`src/rtl/vae_ctrl_pkg.sv`:
```
// Shared definitions for the VAE inference sequencer.
// Holds the layer geometry, the decoder base offsets into the flat weight and
// bias memories, the index widths, the activation select codes and the
// sequencer state enum.
package vae_ctrl_pkg;

   localparam int N_input_enc  = 9;
   localparam int M_output_enc = 4;
   localparam int N_input_dec  = 2;
   localparam int M_output_dec = 9;

   // Decoder weights/biases follow the encoder ones in the flat memories
   localparam int W_DEC_BASE = N_input_enc * M_output_enc;
   localparam int B_DEC_BASE = M_output_enc;

   localparam int W_ADDR_W = 6;
   localparam int B_ADDR_W = 4;
   localparam int IDX_W    = 4;
   localparam int ACT_W    = 2;

   localparam logic [ACT_W-1:0] ACT_PASS     = 2'b00;
   localparam logic [ACT_W-1:0] ACT_SOFTPLUS = 2'b01;
   localparam logic [ACT_W-1:0] ACT_SIGMOID  = 2'b10;

   typedef enum logic [2:0] {
      ST_IDLE,
      ST_MAC,
      ST_DRAIN,
      ST_BIAS,
      ST_WB,
      ST_SAMPLE,
      ST_DONE
   } state_t;

endpackage

```
`src/rtl/vae_layer_iter.sv`:
```
// Operand, drain and neuron counters for one layer pass of the shared datapath.
// Reused for both layers: the current operand count n and neuron count m are
// inputs, so the same counters walk the encoder and then the decoder.
//   clk, rst      : clock, synchronous active-high reset
//   n, m          : operands per neuron / neurons in the current layer
//   k_step        : advance operand counter (wraps to 0 after n-1)
//   drain_step    : advance drain counter (wraps to 0 after MAC_LAT-1)
//   neuron_step   : advance neuron counter
//   neuron_clr    : clear neuron counter (takes priority over neuron_step)
//   k, neuron     : current operand / neuron index
//   last_k, last_drain, last_neuron : final value of each counter reached
module vae_layer_iter
   import vae_ctrl_pkg::*;
#(
   parameter int MAC_LAT = 1
) (
   input  logic             clk,
   input  logic             rst,
   input  logic [IDX_W-1:0] n,
   input  logic [IDX_W-1:0] m,
   input  logic             k_step,
   input  logic             drain_step,
   input  logic             neuron_step,
   input  logic             neuron_clr,
   output logic [IDX_W-1:0] k,
   output logic [IDX_W-1:0] neuron,
   output logic             last_k,
   output logic             last_drain,
   output logic             last_neuron
);

   localparam int DRAIN_W = (MAC_LAT > 1) ? $clog2(MAC_LAT) : 1;
   // With MAC_LAT = 0 the drain counter exists but is never stepped
   localparam logic [DRAIN_W-1:0] DRAIN_LAST = DRAIN_W'((MAC_LAT > 0) ? MAC_LAT - 1 : 0);

   logic [DRAIN_W-1:0] drain;

   assign last_k      = (k == n - IDX_W'(1));
   assign last_drain  = (drain == DRAIN_LAST);
   assign last_neuron = (neuron == m - IDX_W'(1));

   always_ff @(posedge clk) begin
      if (rst) begin
         k      <= '0;
         drain  <= '0;
         neuron <= '0;
      end else begin
         if (k_step)
            k <= last_k ? '0 : k + IDX_W'(1);
         if (drain_step)
            drain <= last_drain ? '0 : drain + DRAIN_W'(1);
         if (neuron_clr)
            neuron <= '0;
         else if (neuron_step)
            neuron <= neuron + IDX_W'(1);
      end
   end

endmodule

```
`src/rtl/vae_seq_ctrl.sv`:
```
// Sequencer for a time-multiplexed VAE datapath. Walks one shared
// MAC/bias/activation/result-buffer datapath through encoder layer (softplus on
// variance outputs), sampling step, decoder layer and sigmoid.
//   clk, rst            : clock, synchronous active-high reset
//   in_valid/in_ready   : input vector handshake; x_load pulses on acceptance
//   out_valid/out_ready : result handshake once the 9 sigmoid outputs are stored
//   busy, layer         : not idle / 0 encoder, 1 decoder
//   w_addr, b_addr      : flat weight / bias indices
//   x_idx               : operand index within the current layer input
//   mac_en, acc_clr     : MAC accumulate / load-instead-of-add strobes
//   bias_add            : add bias[b_addr] to the accumulator
//   act_sel, res_we, res_idx : activation select and result write
//   samp_en             : latent sampling strobe
module vae_seq_ctrl
   import vae_ctrl_pkg::*;
#(
   parameter int MAC_LAT = 1
) (
   input  logic                clk,
   input  logic                rst,
   input  logic                in_valid,
   output logic                in_ready,
   output logic                x_load,
   output logic                out_valid,
   input  logic                out_ready,
   output logic                busy,
   output logic                layer,
   output logic [W_ADDR_W-1:0] w_addr,
   output logic [B_ADDR_W-1:0] b_addr,
   output logic [IDX_W-1:0]    x_idx,
   output logic                mac_en,
   output logic                acc_clr,
   output logic                bias_add,
   output logic [ACT_W-1:0]    act_sel,
   output logic                res_we,
   output logic [IDX_W-1:0]    res_idx,
   output logic                samp_en
);

   state_t           state, state_nxt;
   logic             layer_set, layer_clr;
   logic             k_step, drain_step, neuron_step, neuron_clr;
   logic [IDX_W-1:0] n_cur, m_cur, k, neuron;
   logic             last_k, last_drain, last_neuron;

   assign n_cur = layer ? IDX_W'(N_input_dec)  : IDX_W'(N_input_enc);
   assign m_cur = layer ? IDX_W'(M_output_dec) : IDX_W'(M_output_enc);

   vae_layer_iter #(.MAC_LAT(MAC_LAT)) u_iter (
      .clk         (clk),
      .rst         (rst),
      .n           (n_cur),
      .m           (m_cur),
      .k_step      (k_step),
      .drain_step  (drain_step),
      .neuron_step (neuron_step),
      .neuron_clr  (neuron_clr),
      .k           (k),
      .neuron      (neuron),
      .last_k      (last_k),
      .last_drain  (last_drain),
      .last_neuron (last_neuron)
   );

   // in_ready is held low while rst is asserted, even if already idle
   assign in_ready = (state == ST_IDLE) && !rst;
   assign x_load   = in_valid && in_ready;
   assign busy     = (state != ST_IDLE);

   always_ff @(posedge clk) begin
      if (rst) begin
         state <= ST_IDLE;
         layer <= 1'b0;
      end else begin
         state <= state_nxt;
         if (layer_clr)
            layer <= 1'b0;
         else if (layer_set)
            layer <= 1'b1;
      end
   end

   always_comb begin
      state_nxt   = state;
      layer_set   = 1'b0;
      layer_clr   = 1'b0;
      k_step      = 1'b0;
      drain_step  = 1'b0;
      neuron_step = 1'b0;
      neuron_clr  = 1'b0;
      out_valid   = 1'b0;
      w_addr      = '0;
      b_addr      = '0;
      x_idx       = '0;
      mac_en      = 1'b0;
      acc_clr     = 1'b0;
      bias_add    = 1'b0;
      act_sel     = ACT_PASS;
      res_we      = 1'b0;
      res_idx     = '0;
      samp_en     = 1'b0;

      case (state)
         ST_IDLE: begin
            if (x_load)
               state_nxt = ST_MAC;
         end
         ST_MAC: begin
            mac_en  = 1'b1;
            acc_clr = (k == '0);
            x_idx   = k;
            w_addr  = (layer ? W_ADDR_W'(W_DEC_BASE) : '0)
                    + W_ADDR_W'(neuron) * W_ADDR_W'(n_cur) + W_ADDR_W'(k);
            k_step  = 1'b1;
            if (last_k)
               state_nxt = (MAC_LAT == 0) ? ST_BIAS : ST_DRAIN;
         end
         ST_DRAIN: begin
            drain_step = 1'b1;
            if (last_drain)
               state_nxt = ST_BIAS;
         end
         ST_BIAS: begin
            bias_add  = 1'b1;
            b_addr    = (layer ? B_ADDR_W'(B_DEC_BASE) : '0) + B_ADDR_W'(neuron);
            state_nxt = ST_WB;
         end
         ST_WB: begin
            res_we  = 1'b1;
            res_idx = neuron;
            // Odd encoder outputs carry the variance terms
            if (layer)
               act_sel = ACT_SIGMOID;
            else
               act_sel = neuron[0] ? ACT_SOFTPLUS : ACT_PASS;
            if (!last_neuron) begin
               neuron_step = 1'b1;
               state_nxt   = ST_MAC;
            end else begin
               state_nxt = layer ? ST_DONE : ST_SAMPLE;
            end
         end
         ST_SAMPLE: begin
            samp_en    = 1'b1;
            layer_set  = 1'b1;
            neuron_clr = 1'b1;
            state_nxt  = ST_MAC;
         end
         ST_DONE: begin
            out_valid = 1'b1;
            if (out_ready) begin
               layer_clr  = 1'b1;
               neuron_clr = 1'b1;
               state_nxt  = ST_IDLE;
            end
         end
         default: state_nxt = ST_IDLE;
      endcase
   end

endmodule
```
`config.mk`:
```
export PLATFORM = sky130hd
export DESIGN_NAME = vae_seq_ctrl
export DESIGN_NICKNAME = d
export VERILOG_FILES = /design/src/rtl/vae_ctrl_pkg.sv /design/src/rtl/vae_layer_iter.sv /design/src/rtl/vae_seq_ctrl.sv
export SDC_FILE = /design/constraint.sdc
export NUM_CORES = 1
export LEC_CHECK = 0
export BUFFER_PORTS_ARGS = -buffer_cell sky130_fd_sc_hd__buf_2
export CELL_PAD_IN_SITES_DETAIL_PLACEMENT = 1
export CELL_PAD_IN_SITES_GLOBAL_PLACEMENT = 1
export CORE_MARGIN = 2
export CORE_UTILIZATION = 42
export CTS_BUF_LIST = sky130_fd_sc_hd__clkbuf_16
export CTS_CLUSTER_SIZE = 14
export DETAILED_ROUTE_END_ITERATION = 12
export GPL_ROUTABILITY_DRIVEN = 0
export PLACE_DENSITY_LB_ADDON = 0.12
export REMOVE_ABC_BUFFERS = 1
export SYNTH_ARGS = -nofsm -noshare
export SYNTH_HDL_FRONTEND = slang
export SYNTH_SLANG_ARGS = --single-unit
```
`constraint.sdc`:
```
create_clock -name clk -period 10.6 [get_ports clk]
set_clock_uncertainty 0.15 [all_clocks]
set_input_delay 2.12 -clock clk [delete_from_list [all_inputs] [get_ports clk]]
set_output_delay 2.12 -clock clk [all_outputs]
set_load 0.005 [all_outputs]
```
==> run metrics, run 1 <==
status complete, no violations; final setup vio count 0; Netlist cell types 42; FF+latch count, synth 12; Max Slew Vio Count 0; crit-path max FO 18; Async SR Flop Fraction 0; post-layout minimum cycle time 5.70 ns; via count 1,327; Peak Freq 176 MHz; first-pass GRT wire length 6090 microns; Starting DRT DRC Count 10; Final Hold Viols 0; worst r2r src layer; HPWL Detailed 2910 microns; Worst-Margin Slew 0.597 ns; worst-skew pair later-pin latency 0.24 ns; # clock sinks 12; IO Port Bufs 33; WL per Instance 14.4 microns; Layout Nets 238; P_sw 83.8 uW; # IOs 34; setup TNS 0 ns; Synth top area share 0.185; Slew HR 0.600; Synth area leader ha_1; final core utilization 0.512; HP Class register to register; Worst EP arrival 3.43 ns; most numerous cell in the Yosys netlist ha_1; placed insts 251; core area 0.00328 sq mm; Die Y 62.1 microns; share of post-route cells with drive strength above 1 0.196; RSZ-0062 raised after global routing no; top cells by count, synth 21 x ha_1, 19 x nand2_1, 16 x inv_1, 16 x nor2_1, 12 x dfxtp_1; Clk network pwr share 0.323; # Post-CTS Setup Buffers 0; crit end category output port; Synth Area per Inst 7.88 sq um; CP required 8.33 ns; max-cap viol count 0; Non-Filler Instances 255; Synth area leaders ha_1 19%, dfxtp_1 17%, nand2_1 5.0%, xnor2_1 4.3%, fa_1 4.2%; maximum VDD drop 0.138 mV; hold_buf cts 0; clock buffer count from CTS 3; Total Wirelength 3670 microns; PwrDens 131 mW/mm^2; Final period util 0.537; Post-Synthesis Cells 180; Pre-antenna DRT Iters 4; P&R area growth vs syn 18.6%; Pint 137 uW; CP startpoint kind register; ys flop type dfxtp_1; # diodes 0; CTS max path bufs 2; final antenna-violating net count 0; Lkg Pwr 0.000874 uW; antenna violations before repair 0; Sw Ratio 0.380; clock slew at reported path FFs 0.05 ns; combinational power share 0.369; Crit. Startpoint layer; H-tree depth 1; Mapped Area 0.00142 sq mm; Yosys warning total 0; Total GRT Usage 0.216; number of placement rows 21; routed vias/inst 5.20; Die W 62.1 microns; vias in the first global route 1,353; sequential share of the synthesized area 0.169; Initial Util 0.432; WS Path Type register to output port; EDFF count, synth 0; DIE AREA 0.00386 sq mm; origin of the worst min-delay path u_iter.k[1]; CTS tree yes; # DRC 0; Reg power frac 0.308; Clock Tree Root clkbuf_16; largest net degree at the start of global routing 19; DP Worst Slack 5.15 ns; final worst setup slack 4.90 ns; Gates resized, CTS repair 0; grt total ovfl 0
metrics by stage:
stage	cell area (sq um)	total power (uW)	hold WS, ns
final	1680	220	0.405
after global routing	1680	235	0.427
after CTS	1680	222	0.404
after detailed placement	1600	150	0.398
after global placement	1600	144	0.384
after floorplan	1380	119	0.341
registers in the layout, summed over array words and instances, names as in the netlist:
register	count
state	3
u_iter.k	4
layer	1
u_iter.neuron	4
worst max-delay path: stages (launching register included):
cell     delay [ns]
dfxtp_1        0.70
inv_1          0.28
ha_1           0.32
ha_1           0.21
fa_1           0.51
inv_1          0.07
fa_1           0.41
nor2b_1        0.16
o21ai_0        0.12
nor3b_1        0.16
nor3_1         0.12
buf_2          0.14
layout by cell type, fill, tap and decap left out, drive strengths merged, types with 2 or more instances in the layout:
master	synthesis	routed
buf	5	33
ha	21	21
nand2	19	19
inv	16	16
nor2	16	16
dfxtp	12	12
and2	9	9
a21oi	8	8
nor2b	7	7
xnor2	7	7
o21ai	6	6
nor3b	6	6
nand3	5	5
a21o	4	4
nor3	3	3
o21bai	3	3
fa	3	3
clkbuf	3	3
nand2b	2	2
mux2i	2	2
and3	2	2
a211oi	2	2
nand4	2	2
o211ai	2	2
cell families (layout without fill, tap and decap cells):
logic type | after synthesis | count (layout) | synth area share
compound gates | 31 | 31 | 0.149
xor+xnor | 9 | 9 | 0.0653
fa+ha+maj | 24 | 24 | 0.228
buf+inv | 24 | 53 | 0.0688
flops | 12 | 12 | 0.169
mux | 3 | 3 | 0.0221
simple gates | 77 | 77 | 0.297
per-layer routing:
layer | share of wire | track usage | wire length (microns)
met2 | 0.51 | 0.399 | 1870
met5 | 0 | 0 | 0
met4 | 0.012 | 0.0608 | 45
met3 | 0.037 | 0.0352 | 136
met1 | 0.44 | 0.254 | 1620
final timing paths:
check / endpoint / slack, ns / depth (start not counted)
min reg2reg: u_iter.k[1] / 0.40 / 2
max reg2reg: state[1] / 8.04 / 6
min: u_iter.k[1] / 0.40 / 2
max: w_addr[4] / 4.90 / 11
power by group through the flow:
stage          registers, uW  logic [uW]  clock network (uW)
2_1_floorplan           63.6        55.8                   0
3_3_place_gp            67.9        76.0                   0
3_5_place_dp            68.7        81.0                   0
4_1_cts                 67.8        82.3                72.0
5_1_grt                 69.5        90.9                74.4
6_report                67.8        81.4                71.1
layout make-up:
class,instances,area [sq um]
Timing Repair Buffer,33,165
Multi-Input combinational cell,144,1080
Sequential cell,12,240
Clock inverter,1,3.75
Tap cell,46,57.6
Fill cell,428,1600
Clock buffer,3,75.1
Inverter,16,60.1
Note: power is estimated with default switching activity, not from simulation.
==> run 2: changes to the inputs <==
--- a/config.mk
+++ b/config.mk
@@ -9,7 +9,7 @@
 export CELL_PAD_IN_SITES_DETAIL_PLACEMENT = 1
 export CELL_PAD_IN_SITES_GLOBAL_PLACEMENT = 1
 export CORE_MARGIN = 2
-export CORE_UTILIZATION = 42
+export CORE_UTILIZATION = 39
 export CTS_BUF_LIST = sky130_fd_sc_hd__clkbuf_16
 export CTS_CLUSTER_SIZE = 14
 export DETAILED_ROUTE_END_ITERATION = 12
==> constraint.sdc (replaced) <==
create_clock -name clk -period 5.4 [get_ports clk]
set_clock_uncertainty 0.15 [all_clocks]
set_input_delay 1.08 -clock clk [delete_from_list [all_inputs] [get_ports clk]]
set_output_delay 1.08 -clock clk [all_outputs]
set_load 0.005 [all_outputs]
==> run 2 against run 1 <==
Against the previous run:
- register-to-register slack got worse by 5.2 ns
- non-clock buffer count unchanged
- combinational power rose by 89%
- first-iteration DRC count rose to 2.8 times the previous value
- critical endpoint unchanged
- largest power group unchanged
==> run metrics, run 2 (synthesized netlist as in run 1, its figures left out) <==
crit-path max FO 18; # diodes 0; first-pass GRT wire length 6110 microns; final setup vio count 0; hold_buf cts 0; # DRC 0; core area 0.00342 sq mm; CP startpoint kind register; Final period util 0.866; share of post-route cells with drive strength above 1 0.197; WL per Instance 14.4 microns; largest net degree at the start of global routing 19; Die Y 64.3 microns; final antenna-violating net count 0; via count 1,335; crit end category output port; Pre-antenna DRT Iters 4; # clock sinks 12; Gates resized, CTS repair 0; hold depth 2; Total Wirelength 3670 microns; placed insts 251; Initial Util 0.415; maximum VDD drop 0.263 mV; IO Port Bufs 33; H-tree depth 1; Worst EP arrival 3.44 ns; vias in the first global route 1,359; RSZ-0062 raised after global routing no; area occupied by multi-input gates 0.00108 sq mm; grt total ovfl 0; Slew HR 0.589; CP required 4.17 ns; Final Hold Viols 0; clock slew at reported path FFs 0.04 ns; HPWL Detailed 2890 microns; WS Path Type register to output port; FF/Latch Area 240 sq um; status complete, no violations; Peak Freq 214 MHz; CTS max path bufs 2; Worst-Margin Slew 0.614 ns; # IOs 34; worst-skew pair later-pin latency 0.24 ns; antenna violations before repair 0; P&R area growth vs syn 18.4%; R2R cell count 6; DIE AREA 0.00413 sq mm; CTS tree yes; final core utilization 0.491; # Post-CTS Setup Buffers 0; most frequent cells in the layout 33 x buf_2, 21 x ha_1, 19 x nand2_1; max-cap viol count 0; number of placement rows 21; clock buffer count from CTS 3; HP Class register to register; Layout fillers 441; Total GRT Usage 0.185; PwrDens 251 mW/mm^2; Die W 64.3 microns; Top Registers u_iter.k (4), u_iter.neuron (4), state (3); Non-Filler Instances 254; Max Slew Vio Count 0; most common cell after layout, fill and taps aside buf_2; post-layout minimum cycle time 4.67 ns; Tot Pwr 421 uW; Lkg Pwr 0.000872 uW; Starting DRT DRC Count 28; setup TNS 0 ns; Clock Tree Root clkbuf_16; Layout Nets 238; routed vias/inst 5.26
## run 2: report_power, final
part           switching, uW  total (uW)  internal (uW)
Combinational           85.5         154           68.7
Clock                   36.8         133           96.3
Sequential              33.3         134            101
## run 2: worst paths after layout
check / start / endpoint / slack, ns
max: layer / w_addr[4] / 0.73
min reg2reg: u_iter.k[1] / u_iter.k[1] / 0.42
max reg2reg: layer / state[1] / 2.86
min: u_iter.k[1] / u_iter.k[1] / 0.42
## run 2: area by class of cell
type | count | area share
Multi-Input combinational cell | 144 | 0.644
Sequential cell | 12 | 0.143
Timing Repair Buffer | 33 | 0.0984
Clock buffer | 3 | 0.0447
Inverter | 16 | 0.0358
Tap cell | 46 | 0.0343
## run 2: through the flow
stage          area, sq um  setup slack (ns)  hold WS [ns]
4_1_cts               1680             0.724         0.427
6_report              1680             0.725         0.421
3_3_place_gp          1600              1.19         0.392
5_1_grt               1680             0.447         0.463
3_5_place_dp          1600             0.979         0.421
2_1_floorplan         1380              1.44         0.341
## run 2: metal layers
| layer | vias to the layer above | track usage | part of all wire |
|---|---|---|---|
| met3 | 2 | 0.0158 | 0.023 |
| met5 | - | 0 | 0 |
| met1 | 647 | 0.222 | 0.45 |
| li1 | 665 | - | - |
| met4 | 0 | 0.0479 | 0.0052 |
| met2 | 21 | 0.350 | 0.52 |
## run 2: worst max-delay path, stage by stage (launching register included)
cell      delay (ns)
dfxtp_1         0.69
inv_1           0.27
ha_1            0.32
ha_1            0.20
fa_1            0.51
inv_1           0.06
fa_1            0.41
nor2b_1         0.17
o21ai_0         0.12
a21boi_0        0.23
nor3_1          0.08
buf_2           0.15
==> run 3: changes to the inputs <==
--- a/config.mk
+++ b/config.mk
@@ -5,11 +5,12 @@
 export SDC_FILE = /design/constraint.sdc
 export NUM_CORES = 1
 export LEC_CHECK = 0
+export ABC_AREA = 1
 export BUFFER_PORTS_ARGS = -buffer_cell sky130_fd_sc_hd__buf_2
 export CELL_PAD_IN_SITES_DETAIL_PLACEMENT = 1
-export CELL_PAD_IN_SITES_GLOBAL_PLACEMENT = 1
+export CELL_PAD_IN_SITES_GLOBAL_PLACEMENT = 2
 export CORE_MARGIN = 2
-export CORE_UTILIZATION = 39
+export CORE_UTILIZATION = 28
 export CTS_BUF_LIST = sky130_fd_sc_hd__clkbuf_16
 export CTS_CLUSTER_SIZE = 14
 export DETAILED_ROUTE_END_ITERATION = 12
==> run 3 against run 2 <==
Against the previous run:
- count of clock-buffer cells in the layout unchanged
- first-iteration DRC count fell by 61%
- core utilization is 13 points lower
- final cell count rose by 24%
- non-clock buffer count increased by 1
- flip-flop and latch count unchanged
- critical path depth did not move
==> run metrics, run 3 <==
WS Path Type register to output port; DIE AREA 0.00549 sq mm; P&R area growth vs syn 23.5%; via count 1,376; maximum VDD drop 0.183 mV; share of post-route cells with drive strength above 1 0.185; placed cell area 0.00162 sq mm; Tot Pwr 461 uW; Synth area leader ha_1; max-cap viol count 0; crit end category output port; Total Wirelength 3560 microns; FF/Latch Area 240 sq um; status complete, no violations; Async SR Flop Fraction 0; Synth top area share 0.191; Post-Synthesis Cells 214; worst-skew pair later-pin latency 0.24 ns; most numerous cell in the Yosys netlist nand2_1; hold_buf cts 0; post-layout minimum cycle time 4.01 ns; Worst EP arrival 2.78 ns; R2R cell count 8; worst r2r src u_iter.neuron[1]; Lkg Pwr 0.000932 uW; Layout fillers 626; IO Port Bufs 33; CTS tree yes; routed vias/inst 4.35; Final Hold Slack 0.407 ns; CP required 4.17 ns; most common cell after layout, fill and taps aside nand2_1; top cells by count, synth 45 x nand2_1, 36 x nor2_1, 35 x inv_1, 21 x ha_1, 16 x nand3_1; area occupied by multi-input gates 985 sq um; grt total ovfl 0; clock slew at reported path FFs 0.05 ns; EDFF count, synth 0; PwrDens 272 mW/mm^2; FF+latch count, synth 12; Die W 74.1 microns; Crit. Startpoint layer; antenna violations before repair 0; met1 GRT Util 0.189; number of placement rows 25; # clock sinks 12; Netlist cell types 27; Slew HR 0.780; first-pass GRT wire length 6060 microns; Total GRT Usage 0.140; Layout Nets 278; setup TNS 0 ns; placed insts 312; Starting DRT DRC Count 11; Gates resized, CTS repair 0; largest net degree at the start of global routing 18; global route hottest layer met2; HPWL Detailed 3000 microns; r2r endpoint state[1]; CP startpoint kind register; WL per Instance 11.3 microns; # diodes 0; Top Registers u_iter.k (4), u_iter.neuron (4), state (3); Reg2Reg Setup Slack 3.61 ns; Initial Util 0.291; # Post-CTS Setup Buffers 0; GR met2 Demand/Resource 0.239; Non-Filler Instances 316; Pre-antenna DRT Iters 4; design area 0.00170 sq mm; Mapped Area 0.00138 sq mm; # IOs 34; final setup vio count 0; # DRC 0; Peak Freq 250 MHz; Final period util 0.742; Clock Tree Root clkbuf_16; Synth area leaders ha_1 19%, dfxtp_1 17%, nand2_1 12%, nor2_1 9.8%, inv_1 9.5%; Die Y 74.1 microns; crit path capture w_addr[4]; clock buffer count from CTS 3; core area 0.00472 sq mm; vias in the first global route 1,321; Worst-Margin Slew 0.330 ns; Final Hold Viols 0; RSZ-0062 raised after global routing no; Yosys warning total 0; Max Slew Vio Count 0; ys flop type dfxtp_1; H-tree depth 1; crit-path max FO 7; HP Class register to register; M3 GR Usage 0.0122; most frequent cells in the layout 45 x nand2_1, 36 x nor2_1, 35 x inv_1; final antenna-violating net count 0; Synth Area per Inst 6.43 sq um; CTS max path bufs 2; sequential share of the synthesized area 0.175
run 3: cell count changes after synthesis, moves of 4 or more:
cell,delta
xnor2_1,-5
nand2_1,+26
xor2_1,+8
and2_1,-9
nor2_1,+20
nor2b_1,-7
inv_1,+19
buf_2,-4
nand3_1,+11
nor3b_1,-4
a21o_1,-4
run 3: layout make-up:
class / count / share of cell area
Sequential cell: 12 / 0.141
Inverter: 37 / 0.0817
Clock inverter: 1 / 0.00221
Timing Repair Buffer: 34 / 0.102
Multi-Input combinational cell: 162 / 0.580
Clock buffer: 3 / 0.0442
Tap cell: 67 / 0.0493
run 3: cell families (layout without fill, tap and decap cells):
family | after synthesis | count (layout) | synth area share
simple gates | 107 | 107 | 0.328
buf+inv | 40 | 75 | 0.110
xor+xnor | 11 | 11 | 0.0700
flops | 12 | 12 | 0.175
compound gates | 20 | 20 | 0.0827
fa+ha+maj | 24 | 24 | 0.235
run 3: per-layer routing:
| layer | wire (microns) | part of all wire | vias to the layer above |
|---|---|---|---|
| li1 | - | - | 737 |
| met1 | 1790 | 0.50 | 622 |
| met2 | 1690 | 0.47 | 15 |
| met3 | 61 | 0.017 | 2 |
| met4 | 27 | 0.0076 | 0 |
| met5 | 0 | 0 | - |
run 3: through the flow:
step                       util  setup slack [ns]
after floorplan               -              1.43
after global placement    0.343              1.69
after detailed placement  0.343              1.61
after CTS                 0.360              1.36
after global routing      0.360              1.17
final                     0.360              1.39
run 3: critical path, stage by stage (launching register included):
cell     delay (ns)
dfxtp_1        0.32
inv_1          0.12
ha_1           0.29
ha_1           0.21
fa_1           0.51
inv_1          0.06
fa_1           0.42
o21ai_0        0.17
a21oi_1        0.09
xor2_1         0.14
nor2_1         0.08
buf_2          0.12
run 3: power by group:
part           total, uW  internal [uW]  leakage (uW)  switching, uW
logic                201           74.8      0.000796            126
registers            124            103     0.0000972           21.4
clock network        137           97.6     0.0000385           39.1
total                461            275      0.000932            186
run 3: worst min-delay path by stage:
stage                          start                to  cells after the start
floorplan           u_iter.neuron[0]  u_iter.neuron[0]                      2
global placement    u_iter.neuron[0]  u_iter.neuron[0]                      2
detailed placement  u_iter.neuron[0]  u_iter.neuron[0]                      2
CTS                 u_iter.neuron[0]  u_iter.neuron[0]                      2
global route        u_iter.neuron[0]  u_iter.neuron[0]                      2
finish              u_iter.neuron[0]  u_iter.neuron[0]                      2
